$ cat src/rtl/adpll_lock_seq_pkg.sv
// Shared definitions for the ADPLL lock sequencer: register map, port widths and FSM encodings.
package adpll_lock_seq_pkg;

    localparam int unsigned FCWW         = 28;
    localparam int unsigned ADPLL_ADDR_W = 8;

    localparam logic [ADPLL_ADDR_W-1:0] ADPLL_EN    = 8'h00;
    localparam logic [ADPLL_ADDR_W-1:0] FCW         = 8'h04;
    localparam logic [ADPLL_ADDR_W-1:0] ADPLL_MODE  = 8'h08;
    localparam logic [ADPLL_ADDR_W-1:0] ADPLL_LOCK  = 8'h0C;
    localparam logic [ADPLL_ADDR_W-1:0] DCO_PD_TEST = 8'h10;
    localparam logic [ADPLL_ADDR_W-1:0] TDC_PD_TEST = 8'h14;

    typedef enum logic [3:0] {
        S_IDLE,
        S_W_TDC_PU,
        S_W_DCO_PU,
        S_W_FCW,
        S_W_MODE,
        S_W_EN,
        S_SETTLE,
        S_POLL,
        S_GAP,
        S_W_DIS,
        S_LOCKED,
        S_SUP_GAP,
        S_SUP_POLL,
        S_W_DCO_PD,
        S_W_TDC_PD,
        S_FAIL
    } state_e;

    // Why the loop is being disabled decides where W_DIS goes next.
    typedef enum logic [1:0] {
        WHY_TIMEOUT,
        WHY_RELOCK,
        WHY_STOP
    } dis_why_e;

endpackage

$ cat src/rtl/adpll_lock_seq_bus.sv
// One-shot register-port engine: launches a single access while req is held and reports done on ready.
module adpll_seq_bus
    import adpll_lock_seq_pkg::*;
(
    input  logic                    clk,
    input  logic                    rst,
    input  logic                    req,
    input  logic [ADPLL_ADDR_W-1:0] addr,
    input  logic [31:0]             data,
    input  logic                    we,
    output logic                    done,
    output logic                    rbit,
    output logic                    valid,
    output logic [ADPLL_ADDR_W-1:0] address,
    output logic [31:0]             wdata,
    output logic                    wstrb,
    input  logic                    rdata_bit0,
    input  logic                    ready
);

    logic                    wait_q, wait_d;
    logic [ADPLL_ADDR_W-1:0] addr_q, addr_d;
    logic [31:0]             data_q, data_d;
    logic                    we_q, we_d;

    always_comb begin
        wait_d = wait_q;
        addr_d = addr_q;
        data_d = data_q;
        we_d   = we_q;
        if (!wait_q && req) begin
            wait_d = 1'b1;
            addr_d = addr;
            data_d = data;
            we_d   = we;
        end else if (wait_q && ready) begin
            wait_d = 1'b0;
        end
    end

    always_ff @(posedge clk) begin
        if (rst) begin
            wait_q <= 1'b0;
            addr_q <= '0;
            data_q <= '0;
            we_q   <= 1'b0;
        end else begin
            wait_q <= wait_d;
            addr_q <= addr_d;
            data_q <= data_d;
            we_q   <= we_d;
        end
    end

    // The launch cycle drives the request directly so a write costs two cycles; the
    // latched copy then holds address/strobe until ready.
    assign valid   = req && !wait_q;
    assign address = valid ? addr : addr_q;
    assign wdata   = valid ? data : data_q;
    assign wstrb   = valid ? we : we_q;
    assign done    = wait_q && ready;
    assign rbit    = rdata_bit0;

endmodule

$ cat src/rtl/adpll_lock_seq.sv
// ADPLL lock sequencer: powers up, programs and enables the loop, acquires and supervises lock.
module adpll_lock_seq
    import adpll_lock_seq_pkg::*;
#(
    parameter int unsigned SETTLE_CYC   = 64,
    parameter int unsigned LOCK_TIMEOUT = 4096,
    parameter int unsigned POLL_GAP     = 16,
    parameter int unsigned MAX_RETRY    = 3,
    parameter int unsigned CNT_W        = 16
) (
    input  logic                    clk,
    input  logic                    rst,
    input  logic                    start,
    input  logic                    stop,
    input  logic [FCWW-1:0]         fcw_in,
    input  logic [1:0]              mode_in,
    output logic                    valid,
    output logic [ADPLL_ADDR_W-1:0] address,
    output logic [31:0]             wdata,
    output logic                    wstrb,
    input  logic [31:0]             rdata,
    input  logic                    ready,
    output logic                    busy,
    output logic                    locked,
    output logic                    fail,
    output logic                    lost_lock,
    output logic [1:0]              retry_cnt
);

    localparam logic [CNT_W-1:0] SETTLE_LAST = CNT_W'(SETTLE_CYC - 1);
    localparam logic [CNT_W-1:0] GAP_LAST    = CNT_W'(POLL_GAP - 1);
    localparam logic [CNT_W-1:0] TIMEOUT     = CNT_W'(LOCK_TIMEOUT);

    state_e            state_q, state_d;
    dis_why_e          why_q, why_d;
    logic              stop_pend_q, stop_pend_d;
    logic              down_fail_q, down_fail_d;
    logic              lost_q, lost_d;
    logic [1:0]        retry_q, retry_d;
    logic [CNT_W-1:0]  cnt_q, cnt_d;
    logic [CNT_W-1:0]  gap_q, gap_d;
    logic [FCWW-1:0]   fcw_q, fcw_d;
    logic [1:0]        mode_q, mode_d;

    logic                    req, we, done, rbit;
    logic [ADPLL_ADDR_W-1:0] req_addr;
    logic [31:0]             req_data;
    logic                    acq_bus, quiet_wait, stop_eff;
    logic                    rdata_unused;

    assign rdata_unused = ^rdata[31:1];
    assign acq_bus      = state_q inside {S_W_TDC_PU, S_W_DCO_PU, S_W_FCW, S_W_MODE,
                                          S_W_EN, S_POLL, S_SUP_POLL};
    assign quiet_wait   = state_q inside {S_SETTLE, S_GAP, S_LOCKED, S_SUP_GAP};
    assign stop_eff     = stop || stop_pend_q;

    always_comb begin
        state_d     = state_q;
        why_d       = why_q;
        stop_pend_d = stop_pend_q;
        down_fail_d = down_fail_q;
        lost_d      = 1'b0;
        retry_d     = retry_q;
        cnt_d       = cnt_q;
        gap_d       = gap_q;
        fcw_d       = fcw_q;
        mode_d      = mode_q;
        req         = 1'b0;
        we          = 1'b1;
        req_addr    = '0;
        req_data    = '0;

        case (state_q)
            S_W_TDC_PU: begin req = 1'b1; req_addr = TDC_PD_TEST; end
            S_W_DCO_PU: begin req = 1'b1; req_addr = DCO_PD_TEST; end
            S_W_FCW:    begin req = 1'b1; req_addr = FCW;        req_data = 32'(fcw_q);  end
            S_W_MODE:   begin req = 1'b1; req_addr = ADPLL_MODE; req_data = 32'(mode_q); end
            S_W_EN:     begin req = 1'b1; req_addr = ADPLL_EN;   req_data = 32'd1; end
            S_W_DIS:    begin req = 1'b1; req_addr = ADPLL_EN; end
            S_W_DCO_PD: begin req = 1'b1; req_addr = DCO_PD_TEST; req_data = 32'd1; end
            S_W_TDC_PD: begin req = 1'b1; req_addr = TDC_PD_TEST; req_data = 32'd1; end
            S_POLL, S_SUP_POLL: begin req = 1'b1; we = 1'b0; req_addr = ADPLL_LOCK; end
            default: ;
        endcase

        // Lock-acquire counter spans SETTLE/POLL/GAP and saturates.
        if ((state_q inside {S_SETTLE, S_POLL, S_GAP}) && (cnt_q != '1)) begin
            cnt_d = cnt_q + 1'b1;
        end

        case (state_q)
            S_IDLE, S_FAIL: begin
                if (stop && state_q == S_FAIL) begin
                    state_d = S_IDLE;
                end else if (start && !stop) begin
                    fcw_d       = fcw_in;
                    mode_d      = mode_in;
                    retry_d     = '0;
                    down_fail_d = 1'b0;
                    stop_pend_d = 1'b0;
                    state_d     = S_W_TDC_PU;
                end
            end
            S_W_TDC_PU: if (done) state_d = S_W_DCO_PU;
            S_W_DCO_PU: if (done) state_d = S_W_FCW;
            S_W_FCW:    if (done) state_d = S_W_MODE;
            S_W_MODE:   if (done) state_d = S_W_EN;
            S_W_EN: begin
                if (done) begin
                    cnt_d   = '0;
                    state_d = S_SETTLE;
                end
            end
            S_SETTLE: if (cnt_q == SETTLE_LAST) state_d = S_POLL;
            S_POLL: begin
                if (done) begin
                    gap_d = '0;
                    if (rbit) begin
                        state_d = S_LOCKED;
                    end else if (cnt_q >= TIMEOUT) begin
                        why_d   = WHY_TIMEOUT;
                        state_d = S_W_DIS;
                    end else begin
                        state_d = S_GAP;
                    end
                end
            end
            S_GAP, S_SUP_GAP: begin
                gap_d = gap_q + 1'b1;
                if (gap_q == GAP_LAST) state_d = (state_q == S_GAP) ? S_POLL : S_SUP_POLL;
            end
            S_LOCKED: begin
                gap_d   = '0;
                state_d = S_SUP_GAP;
            end
            S_SUP_POLL: begin
                if (done) begin
                    if (rbit) begin
                        state_d = S_LOCKED;
                    end else begin
                        lost_d  = 1'b1;
                        retry_d = '0;
                        why_d   = WHY_RELOCK;
                        state_d = S_W_DIS;
                    end
                end
            end
            S_W_DIS: begin
                if (stop) stop_pend_d = 1'b1;
                if (done) begin
                    if (stop_eff || why_q == WHY_STOP) begin
                        down_fail_d = 1'b0;
                        stop_pend_d = 1'b0;
                        state_d     = S_W_DCO_PD;
                    end else if (why_q == WHY_RELOCK) begin
                        state_d = S_W_EN;
                    end else if (retry_q < 2'(MAX_RETRY)) begin
                        retry_d = retry_q + 2'd1;
                        state_d = S_W_EN;
                    end else begin
                        down_fail_d = 1'b1;
                        state_d     = S_W_DCO_PD;
                    end
                end
            end
            S_W_DCO_PD: begin
                if (stop) down_fail_d = 1'b0;
                if (done) state_d = S_W_TDC_PD;
            end
            S_W_TDC_PD: begin
                if (stop) down_fail_d = 1'b0;
                if (done) state_d = down_fail_d ? S_FAIL : S_IDLE;
            end
            default: state_d = S_IDLE;
        endcase

        // stop never abandons an access in flight: remember it and divert once done arrives.
        if (acq_bus) begin
            if (done && stop_eff) begin
                why_d       = WHY_STOP;
                stop_pend_d = 1'b0;
                state_d     = S_W_DIS;
            end else if (stop) begin
                stop_pend_d = 1'b1;
            end
        end else if (quiet_wait && stop) begin
            why_d   = WHY_STOP;
            state_d = S_W_DIS;
        end
    end

    always_ff @(posedge clk) begin
        if (rst) begin
            state_q     <= S_IDLE;
            why_q       <= WHY_TIMEOUT;
            stop_pend_q <= 1'b0;
            down_fail_q <= 1'b0;
            lost_q      <= 1'b0;
            retry_q     <= '0;
            cnt_q       <= '0;
            gap_q       <= '0;
            fcw_q       <= '0;
            mode_q      <= '0;
        end else begin
            state_q     <= state_d;
            why_q       <= why_d;
            stop_pend_q <= stop_pend_d;
            down_fail_q <= down_fail_d;
            lost_q      <= lost_d;
            retry_q     <= retry_d;
            cnt_q       <= cnt_d;
            gap_q       <= gap_d;
            fcw_q       <= fcw_d;
            mode_q      <= mode_d;
        end
    end

    adpll_seq_bus u_bus (
        .clk        (clk),
        .rst        (rst),
        .req        (req),
        .addr       (req_addr),
        .data       (req_data),
        .we         (we),
        .done       (done),
        .rbit       (rbit),
        .valid      (valid),
        .address    (address),
        .wdata      (wdata),
        .wstrb      (wstrb),
        .rdata_bit0 (rdata[0]),
        .ready      (ready)
    );

    assign busy      = !(state_q inside {S_IDLE, S_LOCKED, S_FAIL});
    assign locked    = (state_q == S_LOCKED);
    assign fail      = (state_q == S_FAIL);
    assign lost_lock = lost_q;
    assign retry_cnt = retry_q;

endmodule

$ cat config.mk
export PLATFORM = sky130hd
export DESIGN_NAME = adpll_lock_seq
export DESIGN_NICKNAME = d
export VERILOG_FILES = /design/src/rtl/adpll_lock_seq_pkg.sv /design/src/rtl/adpll_lock_seq_bus.sv /design/src/rtl/adpll_lock_seq.sv
export SDC_FILE = /design/constraint.sdc
export NUM_CORES = 1
export LEC_CHECK = 0
export ABC_CLOCK_PERIOD_IN_PS = 1630
export BUFFER_PORTS_ARGS = -buffer_cell sky130_fd_sc_hd__buf_4
export CAP_MARGIN = 20
export CORE_MARGIN = 2
export CORE_UTILIZATION = 50
export DETAILED_ROUTE_END_ITERATION = 7
export MAX_ROUTING_LAYER = met4
export PLACE_DENSITY_LB_ADDON = 0.2
export SLEW_MARGIN = 20
export SYNTH_ARGS = -nofsm -noshare
export SYNTH_HDL_FRONTEND = slang
export SYNTH_SLANG_ARGS = --single-unit
export TNS_END_PERCENT = 10
$ cat constraint.sdc
create_clock -name clk -period 1.63 [get_ports clk]
set_input_delay 0.163 -clock clk [delete_from_list [all_inputs] [get_ports clk]]
set_output_delay 0.163 -clock clk [all_outputs]
set_load 0.01 [all_outputs]
==> metrics, run 1 <==
status finished with violations; violated checks negative setup slack; Crit path largest cell delay ~400 ps; total wire length approximately 23000 um; Max-slew headroom roughly 63%; DRC viols 0; Die X roughly 110 um; Max IR drop VDD roughly 1.1 mV; Pleak around 3.8 nW; Syn Inst Count approximately 700; CP most frequent cell buf_6; worst path cell trace nand2b_4 -> o21ai_2 -> a211o_1 -> buf_6 -> buf_12 -> a22o_4 -> buf_6; clock skew 8.512 ps; routed via count roughly 6.8k; most frequent cell after synthesis nand2_1; vias in the first global route roughly 6.1k; Critical Path RT ~1500 ps; largest net degree at the start of global routing between 80 and 90; CP Capture Type output port; GRT overflow 0; Worst-Skew Late Latency roughly 540 ps; kind of cell adding the most delay to the critical path compound AO/OA/AOI/OAI gates; number of flops mapped to enable cells by yosys 0; H-Tree Depth 4; Post-DP Area about 7200 sq um; initial DRC count around 700; Max Cap Violations 0; Final Instance Area about 9400 sq um; Cell variety after synth 67; RSZ-0062 raised after global routing yes; CTS root buffer clkbuf_8; layout cells sized above 1 a little over two fifths; post-synth top area cell dfxtp_1; Final min period ~2400 ps; Starting Density around half; buffers and inverters on the worst path 3; CTS clk-pin slew, worst paths 60 ps; # setup viols final between 150 and 200; Slew Limit Fails 0; pwr/cell area about 810 nW/um^2; first-pass GRT wire length roughly 29000 um; antenna cells 0; worst setup path class register to output port; Die ar. about 12000 sq um; Synth-to-Final Area Change 68.37%; largest cells by area after synthesis dfxtp_1 41%, nand2_1 10%, a21oi_1 7.4%, nand3_1 3.5%, xnor2_1 2.8%; syn_nets roughly 800; GPL Wtd Cong approximately 0.94; Core ar. roughly 11000 sq um; Port Buffers 83; post-route ant nets 0; syn avg cell area 7.846 sq um; Bufs on Longest Clock Path 2; placed cells just over 1k; CTS tree built; DR pass1 iterations 6; measured slew at the worst slew-check pin 551.8 ps; Synth top area share between 40% and 50%; non-filler cells, final roughly 1.1k; Hold WC Path Type primary input to register; Top FF cell, synth dfxtp_1; GRT Overall Usage about 33%; initial antenna violation count 0; sequential area share after synthesis roughly 41%; post-DR vias/cell 6.132; Final period util 146.1%; Post-Syn Area between 5000 and 6000 sq um; DR WL/cell between 20 and 25 um; fin util 86.52%; largest fanout on the critical path 6; most instantiated cells after synthesis 148 x nand2_1, 115 x dfxtp_1, 82 x a21oi_1; Seq cells post-synth approximately 120; Site Rows 38; CTS sink cnt ~120; Die Ht about 110 um; maximum clock rate 0.4199 GHz; Layout Nets ~1.0k; CP max stage cell dfxtp_4; Final Hold Fails 0; Worst setup SP type register; cts bufs inserted 17; Synthesis Warnings 0; I/O Pins ~120; HPWL after DPL 11940 um; Async SR Flop Fraction 0%; WP data arrival between 2000 and 2500 ps; final worst setup slack -751.4 ps
==> layout by cell type, fill, tap and decap left out, types with 6 or more instances in the layout <==
cell type / instances
buf_4: 189
nand2_2: 19
nor2_1: 33
buf_12: 12
nand4_1: 10
a21oi_1: 65
nand2b_1: 7
and2_4: 9
dfxtp_1: 111
or3_1: 10
nand3_1: 13
o21ai_0: 16
nor4_1: 6
nand2_1: 127
nor2b_1: 20
a21oi_2: 16
mux2i_1: 7
buf_6: 38
nand3_2: 14
and3_1: 6
clkbuf_16: 20
nand3_4: 12
dlygate4sd3_1: 32
xnor2_1: 17
inv_1: 9
nor4_2: 6
==> through the flow <==
step | hold WS, ps | setup slack, ps | setup TNS [ps] | power [mW]
2_1_floorplan | 299.0 | -120.7 | -1960 | 3.293
3_3_place_gp | 407.8 | -272.0 | -19250 | 3.598
3_5_place_dp | 422.7 | -305.9 | -23860 | 3.609
4_1_cts | 9.596 | -723.6 | -36050 | 7.374
5_1_grt | 17.72 | -840.1 | -50930 | 7.822
6_report | 14.30 | -751.4 | -43500 | 7.633
==> logic make-up after synthesis <==
kind of cell / Yosys count / share of synthesized area, %
AO/OA/AOI/OAI: 155 / 17.43
AND/OR/NAND/NOR: 349 / 31.07
XOR/XNOR: 20 / 3.145
buffers and inverters: 59 / 4.672
flip-flops: 115 / 41.33
multiplexers: 8 / 1.460
adder cells (fa/ha/maj): 4 / 0.8985
==> routing by layer <==
metal	vias up	share of wire, %	wire length [um]	global-route usage (%)
li1	2997	-	-	-
met2	441	49	11130	52.07
met3	148	8.2	1866	6.758
met5	-	0	0	-
met4	0	5.6	1281	13.56
met1	3233	38	8611	40.07
==> where the power goes <==
part | switching [mW] | internal [mW]
sequential | 0.0512 | 2.87
clock | 1.39 | 2.34
combinational | 0.506 | 0.473
==> sequential cells by signal, indices dropped and copies added, names as in the netlist, 4 cells and up <==
name	flops
state_q	4
fcw_q	28
cnt_q	16
u_bus.data_q	32
u_bus.addr_q	8
gap_q	16
==> worst paths after layout <==
path | startpoint | slack [ps] | end | cells after the start
worst max register to register | state_q[2] | -430 | retry_cnt[0] | 7
worst max-delay path | state_q[3] | -750 | wdata[1] | 7
worst min-delay path | rst | 10 | cnt_q[12] | 3
worst min register to register | u_bus.data_q[5] | 470 | u_bus.data_q[5] | 2
==> area by class of cell <==
| cell class | instances | area [sq um] |
|---|---|---|
| sequential | 115 | 2315 |
| tap | 140 | 175.2 |
| inverter | 11 | 50.05 |
| multi-input combinational | 536 | 3692 |
| clock inverter | 11 | 125.1 |
| clock buffer | 21 | 469.2 |
| timing repair buffer | 278 | 2552 |
| fill | 531 | 1461 |
==> timing repair <==
item | in CTS | in global routing
buffers inserted | 6 | 22
hold buffers | 32 | 0
gates cloned | 1 | 4
endpoints found under the setup margin | 159 | 157
resized for setup | 53 | 167
pin swaps | 9 | 61
endpoints found under the hold margin | 32 | 0
==> worst min-delay path: cells and delay by family <==
family / cells / cell delay [ps]
buf+inv: 1 / 120
simple gates: 2 / 210
(Power assumes the default switching activity.)
==> inputs of run 2 (changes only) <==
CORE_UTILIZATION = 51   (was 50)
CTS_BUF_LIST = sky130_fd_sc_hd__clkbuf_4 sky130_fd_sc_hd__clkbuf_8   (was not set)
==> run 2 against run 1 <==
  * The flow still finishes with violations (negative setup slack)
  * Die area shrank 1.9%
  * Sequential power is essentially flat
  * Clock skew increased by 7.0 ps
  * Sequential cell count unchanged
  * Critical path depth grew 1
  * Final area fell by 3.4%
  * Setup slack better by 110 ps
  * Wire length shrank 10%
  * First-iteration DRC count fell by 18%
  * Largest cell class unchanged
  * Highest routed layer unchanged
==> metrics, run 2 (same netlist as run 1, synthesis figures left out) <==
Pleak 3.733 nW (-1.7%); Die ar. 11770 sq um (-1.9%); CTS clk-pin slew, worst paths 70 ps (about the same); HPWL after DPL 11540 um (-3.3%); Hold WC Path Type primary input to register; combinational fraction of design power 13.1% (+0.3 points); routed via count 6488 (-4.9%); Final period util 139.1% (-7.0 points); post-route ant nets 0 (unchanged); sequential share of power 41.2% (+3.0 points); final setup TNS -31060 ps (+12440 ps); top flop regs u_bus.data_q: 32 flops, fcw_q: 28 flops; Starting Density 51.84% (+0.45 points); Site Rows 38 (unchanged); Critical Path RT 1470 ps (about the same); DRC viols 0 (unchanged); maximum clock rate 0.4410 GHz (+5.0%); Layout Nets 1026 (-0.39%); status finished with violations; pwr/cell area 778.4 nW/um^2 (-4.4%); Reg area 2310 sq um (-0.22%); Critical Path Source state_q[2]; H-Tree Depth 4 (unchanged); Clock Power Share 45.7% (-3.3 points); post-DR vias/cell 5.856 (-4.5%); Bufs on Longest Clock Path 2 (unchanged); launching point of the worst reg2reg path gap_q[0]; CTS root buffer clkbuf_8; DR WL met3 1491 um (-20%); final worst setup slack -637.4 ps (+113.9 ps); worst setup path class register to output port; WHS Path Cells 3 (unchanged); largest register by flop count u_bus.data_q; fin util 84.34% (-2.2 points); Largest register FFs 32 (unchanged); largest net degree at the start of global routing 36 (-60%); Die X 108.5 um (-0.95%); Slew Limit Fails 0 (unchanged); Final Hold Fails 0 (unchanged); DR WL/cell 18.55 um (-9.9%); Metal-1 WL 8245 um (-4.3%); Max IR drop VDD 0.8588 mV (-19%); commonest cells after routing, fill and taps aside 210 x buf_4, 134 x nand2_1, 111 x dfxtp_1, 67 x a21oi_1, 34 x nor2_1; total wire length 20550 um (-10%); initial DRC count 570 (-18%); measured slew at the worst slew-check pin 544.8 ps (-7.033 ps); FILL cells 603 (+14%); max layer used met4; multi-input logic area 3660 sq um (-0.88%); I/O Pins 115 (unchanged); Max-slew headroom 63.59% (+0.72 points); FF-to-FF path depth 7 (unchanged); Final min period 2267 ps (-113.9 ps); CP Capture Type output port; CTS sink cnt 115 (unchanged); Die Ht 108.5 um (-0.95%); Sw Ratio 25.61% (+0.036 points); Sw Pwr 1.806 mW (-7.5%); violated checks negative setup slack; Synth-to-Final Area Change 62.69%; Max Cap Violations 0 (unchanged); first-pass GRT wire length 30170 um (+2.3%); layout cells sized above 1 41.84% (-0.86 points); GRT Overall Usage 33.88% (+1.3 points); dpl ws -231.2 ps (+74.72 ps); antenna cells 0 (unchanged); met2 wire len 10040 um (-9.9%); CTS tree built; GPL Wtd Cong 0.9666 (+3.1%); initial antenna violation count 0 (unchanged); Worst-Skew Late Latency 460 ps (-80 ps); min-delay src ready; Worst setup SP type register; DR pass1 iterations 7 (+1); Core ar. 10750 sq um (-0.88%); # setup viols final 136 (-9.9%); vias in the first global route 6265 (+3.2%); clock skew 15.55 ps (+7.037 ps); largest fanout on the critical path 6 (unchanged); P_int 5.248 mW (-7.6%); cts bufs inserted 17 (unchanged); Port Buffers 83 (unchanged); WP data arrival 2100 ps (-120 ps); GRT overflow 0 (unchanged); commonest non-fill, non-tap cell in the layout buf_4; RSZ-0062 raised after global routing yes
run 2: cell type report:
type | instances | area share [%]
Inverter | 11 | 0.4832
Timing Repair Buffer | 274 | 26.45
Clock buffer | 20 | 3.037
Sequential cell | 115 | 25.49
Multi-Input combinational cell | 536 | 40.38
Clock inverter | 12 | 2.223
Tap cell | 140 | 1.933
run 2: final timing paths:
kind	slack [ps]	to
worst max-delay path	-640	wdata[0]
worst min-delay path	30	u_bus.wait_q
worst max register to register	-310	state_q[2]
worst min register to register	460	u_bus.data_q[4]
run 2: power by group through the flow:
stage | clock [mW] | sequential, mW | combinational, mW
2_1_floorplan | 0 | 2.95 | 0.340
3_3_place_gp | 0 | 2.96 | 0.613
3_5_place_dp | 0 | 2.96 | 0.624
4_1_cts | 3.22 | 2.90 | 0.830
5_1_grt | 3.36 | 2.91 | 0.965
6_report | 3.23 | 2.91 | 0.923
run 2: what timing repair did:
item | CTS | global route
hold endpoints to repair | 30 | 0
endpoints found under the setup margin | 152 | 156
pin swaps | 39 | 22
setup buffers | 7 | 2
hold buffers | 30 | 0
cloned | 3 | 3
gates resized for setup | 105 | 70
run 2: layer usage:
layer / global-route usage [%] / vias to the layer above
met2: 55.71 / 362
met4: 15.48 / 0
met3: 8.137 / 75
met1: 39.08 / 3056
met5: - / -
li1: - / 2995
run 2: critical path, cell delays in order, from the launching register on:
cell and delay (ps):
dfxtp_2 330, buf_4 150, nand2b_4 70, o21ai_2 60
a211o_4 370, buf_8 160, buf_12 130, a22o_1 250
buf_6 130
run 2: metrics by stage:
step	std cells	hold WS [ps]	power, mW	area [sq um]
6_report	1108	34.66	7.054	9062
5_1_grt	1108	21.61	7.229	9062
4_1_cts	1104	0.7948	6.950	8663
3_5_place_dp	1032	421.4	3.583	7322
3_3_place_gp	1032	410.7	3.570	7322
2_1_floorplan	710	299.0	3.293	5600
==> inputs of run 3 (changes only) <==
CORE_UTILIZATION = 53   (was 51)
RECOVER_POWER = 25   (was not set)
SYNTH_HIERARCHICAL = 1   (was not set)
==> run 3 against run 2 <==
  * The flow still finishes with violations (negative setup slack)
  * Wire length decreased by 4.1%
  * Non-clock buffer count decreased by 26
  * Synthesized cell count increased by 7.2%
  * Highest routed layer unchanged
==> metrics, run 3 <==
Critical Path RT 1470 ps (about the same); maximum clock rate 0.4111 GHz (-6.8%); syn avg cell area 8.489 sq um (+8.2%); largest net degree at the start of global routing 52 (+44%); met2 wire len 9943 um (-0.92%); Final min period 2433 ps (+165.2 ps); top flop regs u_bus/data_q: 32 flops, fcw_q: 28 flops; commonest non-fill, non-tap cell in the layout buf_4; Sw Pwr 4.010 mW (+120%); worst setup path class register to output port; Clock Power Share 25.0% (-21 points); Max IR drop VDD 0.6688 mV (-22%); CP most frequent cell buf_4; HPWL after DPL 12290 um (+6.5%); I/O Pins 115 (unchanged); Layout Nets 1055 (+2.8%); buffers and inverters on the worst path 5 (+1); Synth-to-Final Area Change 42.40%; Pleak 3.750 nW (+0.43%); RSZ-0062 raised after global routing yes; reg-to-reg slack, setup -420 ps (-110 ps); launching point of the worst reg2reg path state_q[0]; FF-to-FF path depth 8 (+1); sequential area share after synthesis 35.64% (-5.7 points); Syn Inst Count 761 (+7.2%); CP max stage cell dfxtp_4; Starting Density 54.01% (+2.2 points); Final Hold Fails 0 (unchanged); Post-Syn Area 6460 sq um (+16%); WHS Path Cells 4 (+1); Core ar. 11960 sq um (+11%); initial DRC count 567 (-0.53%); measured slew at the worst slew-check pin 518.9 ps (-25.85 ps); layout cells sized above 1 33.53% (-8.3 points); DR WL/cell 17.25 um (-7.0%); CTS sink cnt 115 (unchanged); critical path depth 10 (+2); Crit path largest cell delay 370 ps (about the same); clock skew 10.67 ps (-4.876 ps); Die Ht 114.4 um (+5.4%); status finished with violations; Cell variety after synth 66 (-1.5%); CTS root buffer clkbuf_8; # setup viols final 154 (+13%); most instantiated cells after synthesis 115 x dfxtp_1, 93 x nand2_1, 61 x o21ai_0; largest fanout on the critical path 7 (+1); initial antenna violation count 0 (unchanged); Hold WC Path Type primary input to register; number of flops mapped to enable cells by yosys 0 (unchanged); DR WL met3 1002 um (-33%); Final Power 11.93 mW (+69%); Largest register FFs 32 (unchanged); Max Cap Violations 0 (unchanged); most frequent cell after synthesis dfxtp_1; final worst setup slack -802.7 ps (-165.2 ps); Seq cells post-synth 115 (unchanged); largest register by flop count u_bus/data_q; Synth top area share 35.64% (-5.7 points); CTS clk-pin slew, worst paths 70 ps (about the same); GPL Wtd Cong 0.9397 (-2.8%); DR pass1 iterations 5 (-2); Synthesis Warnings 6 (+6); CTS tree built; GRT overflow 0 (unchanged); Async SR Flop Fraction 0% (unchanged); first-pass GRT wire length 31310 um (+3.8%); DRC viols 0 (unchanged); Bufs on Longest Clock Path 2 (unchanged); final setup TNS -45160 ps (-14100 ps); largest cells by area after synthesis dfxtp_1 36%, mux2_4 8.8%, nand4bb_1 6.8%, nand2_1 5.4%, nand2b_1 4.7%; Die X 114.4 um (+5.4%); kind of cell adding the most delay to the critical path buffers and inverters; post-DR vias/cell 5.693 (-2.8%); Die ar. 13090 sq um (+11%); Port Buffers 83 (unchanged); Top FF cell, synth dfxtp_1; post-route ant nets 0 (unchanged); sequential share of power 27.7% (-14 points); worst setup path endpoint wdata[10]; Final period util 149.2% (+10 points); Worst setup SP type register; Site Rows 40 (+5.3%); Reg-to-Reg End state_q[1]; routed via count 6507 (+0.29%); Max-slew headroom 65.40% (+1.8 points); WP data arrival 2270 ps (+170 ps); Critical Path Source state_q[2]; commonest cells after routing, fill and taps aside 191 x buf_4, 110 x dfxtp_1, 91 x nand2_1, 55 x nor2_1, 49 x o21ai_0; GRT Overall Usage 31.11% (-2.8 points); Worst-Skew Late Latency 450 ps (about the same); combinational fraction of design power 47.3% (+34 points); vias in the first global route 6530 (+4.2%); max layer used met4; Metal-1 WL 8098 um (-1.8%); P_int 7.920 mW (+51%); worst path cell trace clkinv_4 -> nor2_4 -> xnor2_1 -> a22oi_2 -> nor2b_4 -> buf_4 -> buf_6 -> buf_12 -> mux2_4 -> buf_4; total wire length 19720 um (-4.1%); Slew Limit Fails 0 (unchanged); cts bufs inserted 17 (unchanged); Sw Ratio 33.61% (+8.0 points); pwr/cell area 1297 nW/um^2 (+67%); violated checks negative setup slack; post-synth top area cell dfxtp_1; H-Tree Depth 4 (unchanged); antenna cells 0 (unchanged); CP Capture Type output port
## run 3: layer usage
layer  track usage (%)  vias up
li1                  -     3118
met3             8.047       60
met1             34.98     3113
met2             51.52      216
met4             14.96        0
met5                 -        -
## run 3: per-stage QoR
stage                     cells  worst slack, ps  hold WS (ps)  util [%]  area (sq um)
after CTS                  1143           -757.0         98.49     76.36          9134
final                      1143           -802.7         134.7     76.90          9199
after detailed placement   1066           -325.6         422.6     67.04          8019
after global routing       1143           -892.0         105.0     76.90          9199
after global placement     1066           -317.7         413.0     67.04          8019
after floorplan             778           -358.6         299.0         -          6614
## run 3: kinds of logic after synthesis
logic type / count (synthesis) / share of synthesized area, %
adder cells (fa/ha/maj): 4 / 0.7748
XOR/XNOR: 26 / 3.525
buffers and inverters: 69 / 5.520
other: 1 / 0.05805
AO/OA/AOI/OAI: 157 / 13.91
AND/OR/NAND/NOR: 347 / 31.07
flip-flops: 115 / 35.64
multiplexers: 42 / 9.510
## run 3: worst min path at each step
| stage | startpoint | end | slack (ps) |
|---|---|---|---|
| 2_1_floorplan | fcw_in[0] | fcw_q[0] | 300 |
| 3_3_place_gp | fcw_in[24] | fcw_q[24] | 410 |
| 3_5_place_dp | fcw_in[16] | fcw_q[16] | 420 |
| 4_1_cts | start | state_q[1] | 100 |
| 5_1_grt | start | state_q[1] | 110 |
| 6_report | start | state_q[1] | 130 |
## run 3: cell type report
| type | count | area (sq um) |
|---|---|---|
| multi-input combinational | 594 | 4024 |
| fill | 838 | 2763 |
| sequential | 115 | 2316 |
| timing repair buffer | 248 | 2198 |
| clock buffer | 22 | 290.3 |
| tap | 147 | 183.9 |
| clock inverter | 9 | 151.4 |
| inverter | 8 | 35.03 |
## run 3: power by group through the flow
stage | clock [mW] | combinational (mW) | sequential [mW]
detailed placement | 0 | 4.29 | 3.36
finish | 2.98 | 5.64 | 3.31
CTS | 3.03 | 5.50 | 3.30
floorplan | 0 | 2.91 | 3.32
global placement | 0 | 4.21 | 3.34
global route | 3.17 | 5.94 | 3.33
## run 3: worst register-to-register path, stage by stage (launching register included)
cell,delay [ps]
dfxtp_4,380
buf_4,150
buf_4,130
or4b_4,520
buf_4,170
o211ai_1,90
a221oi_1,70
a221oi_1,280
a2111oi_1,140
## run 3: what timing repair did
item | CTS | global route
hold buffers | 30 | 0
pin swaps | 12 | 1
hold endpoints to repair | 30 | 0
endpoints found under the setup margin | 141 | 156
cloned | 6 | 0
setup buffers | 10 | 0
resized for setup | 49 | 19
